## src/rtl/sensor_timing_pkg.sv

```systemverilog
// Shared types and default sizing for the sensor timing engine.
package sensor_timing_pkg;

  localparam int DEF_NUM_CH = 10;
  localparam int DEF_TIME_W = 16;
  localparam int DEF_TICK_W = 32;
  localparam int RATIO_W    = 16;
  localparam int OVR_W      = 16;

  typedef enum logic {
    IDLE = 1'b0,
    ACQ  = 1'b1
  } state_t;

endpackage

```

## src/rtl/timing_channel.sv

```systemverilog
// One sensor channel: done-edge capture, maximum tracking and sticky timeout flag.
module timing_channel #(
  parameter int TIME_W = 16
) (
  input  logic              clk,
  input  logic              rst_n,
  input  logic              en,
  input  logic              done,
  input  logic              acq,
  input  logic [TIME_W-1:0] timer,
  input  logic              timeout_hit,
  input  logic              clear_stats,
  output logic [TIME_W-1:0] ch_time,
  output logic [TIME_W-1:0] ch_time_max,
  output logic              timeout_flag
);

  logic done_d;
  logic cap;

  assign cap = acq && done && !done_d;

  always_ff @(posedge clk or negedge rst_n) begin
    if (!rst_n) begin
      done_d  <= 1'b0;
      ch_time <= '0;
    end else begin
      done_d <= done;
      if (cap) ch_time <= timer;
    end
  end

  // clear_stats wins over a capture or timeout landing on the same cycle
  always_ff @(posedge clk or negedge rst_n) begin
    if (!rst_n) begin
      ch_time_max  <= '0;
      timeout_flag <= 1'b0;
    end else if (clear_stats) begin
      ch_time_max  <= '0;
      timeout_flag <= 1'b0;
    end else begin
      if (cap && (timer > ch_time_max)) ch_time_max <= timer;
      if (timeout_hit && en && !done) timeout_flag <= 1'b1;
    end
  end

endmodule

```

## src/rtl/sensor_timing_engine.sv

```systemverilog
// Sensor acquisition sequencer: PWM-synchronous triggering, per-channel timing, scheduler ISR.
//   state | meaning
//   IDLE  | waiting for an auto or manual trigger
//   ACQ   | sensors converting; timer running until all done or timeout
module sensor_timing_engine
  import sensor_timing_pkg::*;
#(
  parameter int NUM_CH = DEF_NUM_CH,
  parameter int TIME_W = DEF_TIME_W,
  parameter int TICK_W = DEF_TICK_W
) (
  input  logic                     clk,
  input  logic                     rst_n,
  input  logic                     event_qualifier,
  input  logic [15:0]              user_ratio,
  input  logic                     do_auto_triggering,
  input  logic                     send_manual_trigger,
  input  logic [NUM_CH-1:0]        en_bits,
  input  logic [NUM_CH-1:0]        done,
  input  logic [TIME_W-1:0]        timeout_cycles,
  input  logic                     sched_source_mode,
  input  logic                     reset_sched_isr,
  input  logic                     clear_stats,
  output logic                     trigger,
  output logic                     sched_isr,
  output logic [NUM_CH*TIME_W-1:0] ch_time,
  output logic [NUM_CH*TIME_W-1:0] ch_time_max,
  output logic [NUM_CH-1:0]        timeout_flags,
  output logic [15:0]              overrun_cnt,
  output logic [TICK_W-1:0]        sched_tick_time
);

  state_t             state, state_nxt;
  logic [RATIO_W-1:0] ratio_cnt;
  logic               ratio_hit;
  logic               man_q;
  logic               any_en;
  logic               in_acq;
  logic               timeout_hit;
  logic               all_done;
  logic               trig_nxt;
  logic               acq_end;
  logic               isr_set;
  logic               isr_d;
  logic [TIME_W-1:0]  timer;
  logic [TICK_W-1:0]  tick_cnt;

  assign ratio_hit   = (ratio_cnt == user_ratio);
  assign any_en      = |en_bits;
  assign in_acq      = (state == ACQ);
  assign timeout_hit = in_acq && (timeout_cycles != '0) && (timer == timeout_cycles);
  assign all_done    = any_en && (&(~en_bits | done | {NUM_CH{timeout_hit}}));

  always_ff @(posedge clk or negedge rst_n) begin
    if (!rst_n) state <= IDLE;
    else        state <= state_nxt;
  end

  // ~trigger keeps the start pulse to a single cycle while ratio_hit is held
  always_comb begin
    state_nxt = state;
    trig_nxt  = 1'b0;
    acq_end   = 1'b0;
    isr_set   = 1'b0;
    case (state)
      IDLE: if (trigger && any_en) state_nxt = ACQ;
      ACQ:  if (all_done || timeout_hit) state_nxt = IDLE;
    endcase
    trig_nxt = !trigger && (state == IDLE) && any_en &&
               ((do_auto_triggering && ratio_hit) || (man_q && event_qualifier));
    acq_end  = in_acq && (state_nxt == IDLE);
    isr_set  = (ratio_hit && (!sched_source_mode || !any_en)) ||
               (sched_source_mode && acq_end);
  end

  always_ff @(posedge clk or negedge rst_n) begin
    if (!rst_n) begin
      ratio_cnt <= '0;
      trigger   <= 1'b0;
      man_q     <= 1'b0;
    end else begin
      if (ratio_hit)            ratio_cnt <= '0;
      else if (event_qualifier) ratio_cnt <= ratio_cnt + RATIO_W'(1);
      trigger <= trig_nxt;
      if (send_manual_trigger) man_q <= 1'b1;
      else if (trigger)        man_q <= 1'b0;
    end
  end

  always_ff @(posedge clk or negedge rst_n) begin
    if (!rst_n) begin
      timer       <= '0;
      overrun_cnt <= '0;
    end else begin
      if (trigger)                   timer <= '0;
      else if (in_acq && timer != '1) timer <= timer + TIME_W'(1);
      if (clear_stats)
        overrun_cnt <= '0;
      else if (do_auto_triggering && ratio_hit && in_acq && overrun_cnt != '1)
        overrun_cnt <= overrun_cnt + OVR_W'(1);
    end
  end

  always_ff @(posedge clk or negedge rst_n) begin
    if (!rst_n) begin
      sched_isr       <= 1'b0;
      isr_d           <= 1'b0;
      tick_cnt        <= '0;
      sched_tick_time <= '0;
    end else begin
      if (isr_set)              sched_isr <= 1'b1;
      else if (reset_sched_isr) sched_isr <= 1'b0;
      isr_d <= sched_isr;
      if (sched_isr && !isr_d) begin
        sched_tick_time <= tick_cnt;
        tick_cnt        <= '0;
      end else begin
        tick_cnt <= tick_cnt + TICK_W'(1);
      end
    end
  end

  for (genvar i = 0; i < NUM_CH; i++) begin : g_ch
    timing_channel #(.TIME_W(TIME_W)) u_ch (
      .clk          (clk),
      .rst_n        (rst_n),
      .en           (en_bits[i]),
      .done         (done[i]),
      .acq          (in_acq),
      .timer        (timer),
      .timeout_hit  (timeout_hit),
      .clear_stats  (clear_stats),
      .ch_time      (ch_time[i*TIME_W +: TIME_W]),
      .ch_time_max  (ch_time_max[i*TIME_W +: TIME_W]),
      .timeout_flag (timeout_flags[i])
    );
  end

endmodule

```

## config.mk

```make
export PLATFORM = sky130hd
export DESIGN_NAME = sensor_timing_engine
export DESIGN_NICKNAME = d
export VERILOG_FILES = /design/src/rtl/sensor_timing_pkg.sv /design/src/rtl/timing_channel.sv /design/src/rtl/sensor_timing_engine.sv
export SDC_FILE = /design/constraint.sdc
export NUM_CORES = 1
export LEC_CHECK = 0
export ABC_AREA = 1
export CORE_ASPECT_RATIO = 0.5
export CORE_MARGIN = 2
export CORE_UTILIZATION = 57
export CTS_CLUSTER_SIZE = 25
export DETAILED_ROUTE_END_ITERATION = 7
export GPL_TIMING_DRIVEN = 0
export PLACE_DENSITY = 0.9
export SKIP_CTS_REPAIR_TIMING = 1
export SLEW_MARGIN = 20
export SYNTH_ARGS = -nofsm -noshare
export SYNTH_HDL_FRONTEND = slang
export SYNTH_SLANG_ARGS = --single-unit
```

## constraint.sdc

```tcl
create_clock -name clk -period 5 [get_ports clk]
set_input_delay 1 -clock clk [delete_from_list [all_inputs] [get_ports clk]]
set_output_delay 1 -clock clk [all_outputs]
set_load 0.05 [all_outputs]
```

==> results.tsv <==
metric	value	unit
layer carrying the most global-route usage	met2	
TritonCTS clock tree	built	
clock buffer depth	3	
post-route cell area	30700	sq um
Worst R2R End	g_ch[6].u_ch.ch_time_max[7]	
Tcrit/Tclk final	0.628	
CTS sink count	457	
largest net degree at the start of global routing	93	
outcome	finished with violations	
Clock Pin Slew Worst Setup and Hold Paths	80	ps
crit-path max cell delay	530	ps
clock share of power	0.280	
dpl cells	3974	
Final ANT Viol Nets	0	
Fillers	2853	
FFs w/ async S/R, synth	1.00	
Post-synth EDFFs	0	
vias in the first global route	23974	
Overflow after GRT	0	
RSZ-0062 raised after global routing	no	
Internal	6970	uW
Slew headroom	0.230	
Initial Util	0.575	
area grow syn2layout	27.7	%
worst hold-check path type	in -> async	
Horiz. Die Dim	295	um
CP endpoint kind	flip-flop	
Main synth FF type	dfrtp_1	
DR vias/cell	6.05	
Gate power share	0.356	
Max Cap Viol	0	
Non-Filler Instances	4051	
M3 GR Usage	0.117	
commonest non-fill, non-tap cell in the layout	nand2_1	
H-tree Lvls	2	
setup slack, reg-to-reg	1860	ps
Iter 0 DRT Violations	2920	
Worst Hold Slack	349	ps
Post-Synthesis Cells	2955	
Final Hold Fails	0	
area occupied by multi-input gates	10800	sq um
area post-placement	29300	sq um
Crit Path Max Fanout	19	
total of warnings raised by yosys	0	
Yosys cell types	36	
Placer Congestion	0.948	
DP HPWL	60500	um
RR Startpoint	timer[0]	
post-place setup slack	1990	ps
post-synthesis sequential area ratio	0.475	
synthesis-stage register bit count	457	
CP required	5470	ps
violated checks	design-rule violations	
Flop pwr share	0.363	
fin nets	3664	
Setup Skew	22.7	ps
PnR worst setup slack	1860	ps
most frequent CP cell	nand2_1	
DRC Markers	5	
Net Switching	4970	uW
PwrDens	388	nW/um^2
first drt pass iteration count	8	
Setup violations, final	0	
first-pass GRT wire length	133000	um
Peak Freq	0.319	GHz
register area	11400	sq um
CTS root buf	clkbuf_16	
CP arrival	3610	ps
core area	41800	sq um
routed vias	24513	
GRT Util Overall	0.397	
CP startpoint kind	flip-flop	
Critical-path top delay cell	clkbuf_2	
VDD IR max	411	uV
Die ar.	44000	sq um
Worst-Margin Slew	1160	ps
Reg2Reg Depth	14	
PnR Total Power	11900	uW
antenna violations before repair	3	
crit path cell chain	clkinv_1, clkbuf_2, ha_1, o21bai_1, nand2_1, nand2_1, nand2_1, nand2_1, nand2_1, nand2_1, nand2_1, buf_2, nand3_1, nand2_1	
crit path kind	reg -> reg	
Port Buffer Count	437	
layout cell share with drive strength beyond 1	0.0548	
die height	149	um
IO Pins	440	
GR Util met2	0.630	
fin crit period	3140	ps
Net Sw Frac	0.416	
TritonCTS Buffers	41	
commonest non-fill, non-tap cells in the layout	731 x nand2_1, 457 x dfrtp_1, 436 x clkdlybuf4s50_1	
Synth Net Count	3179	
met1 GRT Util	0.462	
syn_area_per_cell	8.15	sq um
Leak	0.0147	uW
Synth Cell Area	24100	sq um
Pins Over Slew Limit	0	
WL final	88200	um
DR WL/cell	21.8	um
worst-skew pair later-pin latency	590	ps
Core Rows	53	
[synth_stat cells (12+ instances only)]
master | instances | area share
a21oi_1 | 101 | 0.021
buf_2 | 23 | 0.0048
buf_4 | 23 | 0.0072
clkbuf_1 | 76 | 0.012
dfrtp_1 | 457 | 0.48
ha_1 | 164 | 0.085
inv_1 | 324 | 0.051
nand2_1 | 731 | 0.11
nand2_2 | 19 | 0.0049
nand3_1 | 385 | 0.080
nand4_1 | 66 | 0.017
nor2_1 | 155 | 0.024
nor3_1 | 64 | 0.013
o21a_1 | 12 | 0.0037
o21ai_0 | 233 | 0.048
o21ai_1 | 12 | 0.0025
o21bai_1 | 19 | 0.0059
xor2_1 | 32 | 0.012
[routing by layer]
layer,part of all wire,vias to the layer above
met5,0,-
met4,0.094,0
met3,0.12,595
met2,0.45,1696
met1,0.34,11556
li1,-,10666
[flip-flops by register name, indices dropped and copies added (netlist names)]
register                count
tick_cnt                   32
g_ch.u_ch.timeout_flag     10
g_ch.u_ch.ch_time         160
g_ch.u_ch.ch_time_max     160
ratio_cnt                  16
overrun_cnt                16
trigger                     1
timer                      16
sched_tick_time            32
isr_d                       1
man_q                       1
in_acq                      1
g_ch.u_ch.done_d           10
sched_isr                   1
[logic make-up (layout without fill, tap and decap cells)]
group | Yosys count | count (layout) | share of synthesized area
flops | 457 | 457 | 0.475
buf+inv | 471 | 986 | 0.0785
compound gates | 392 | 392 | 0.0887
xor+xnor | 34 | 34 | 0.0124
fa+ha+maj | 164 | 164 | 0.0853
simple gates | 1437 | 1437 | 0.260
other cells | 0 | 4 | 0
[metrics by stage]
stage,util,TNS (ps)
6_report,0.735,0
5_1_grt,0.735,0
4_1_cts,0.734,0
3_5_place_dp,0.701,0
3_3_place_gp,0.697,-7709090
2_1_floorplan,-,0
[area by class of cell]
cell class                 count  area share
clock buffer                  58      0.0387
tap                          577      0.0235
multi-input combinational   2027       0.351
buffer                       133      0.0203
inverter                     338      0.0413
sequential                   457       0.372
antenna                        4    0.000326
timing repair buffer         442       0.147
clock inverter                15     0.00615
[critical path: cells and delay by family, from the launching register on]
kind / cells / cell delay (ps)
AOI/OAI and AO/OA: 1 / 150
adders and majority gates: 1 / 370
buffers and inverters: 3 / 1090
DFF: 1 / 430
and+or+nand+nor: 9 / 970
[how the worst max path moves through the flow]
| stage | startpoint | end | cells past startpoint | slack [ps] |
|---|---|---|---|---|
| floorplan | g_ch[9].u_ch.ch_time_max[15] | g_ch[9].u_ch.ch_time_max[10] | 10 | 2780 |
| global placement | rst_n | g_ch[4].u_ch.ch_time[4] | 1 | -16960 |
| detailed placement | rst_n | g_ch[4].u_ch.ch_time[4] | 5 | 1990 |
| CTS | trigger | trigger | 1 | 1960 |
| global route | timer[0] | g_ch[6].u_ch.ch_time_max[15] | 14 | 1740 |
| finish | timer[0] | g_ch[6].u_ch.ch_time_max[7] | 14 | 1860 |
[power by group through the flow]
stage               sequential (uW)  clock (uW)  combinational [uW]
finish                         4340        3350                4250
global route                   4350        3500                4560
CTS                            4310        3330                4160
detailed placement             4370           0                4110
global placement               4370           0                3940
floorplan                      5020           0                1960
No activity file was read; power rests on OpenSTA's default activity.
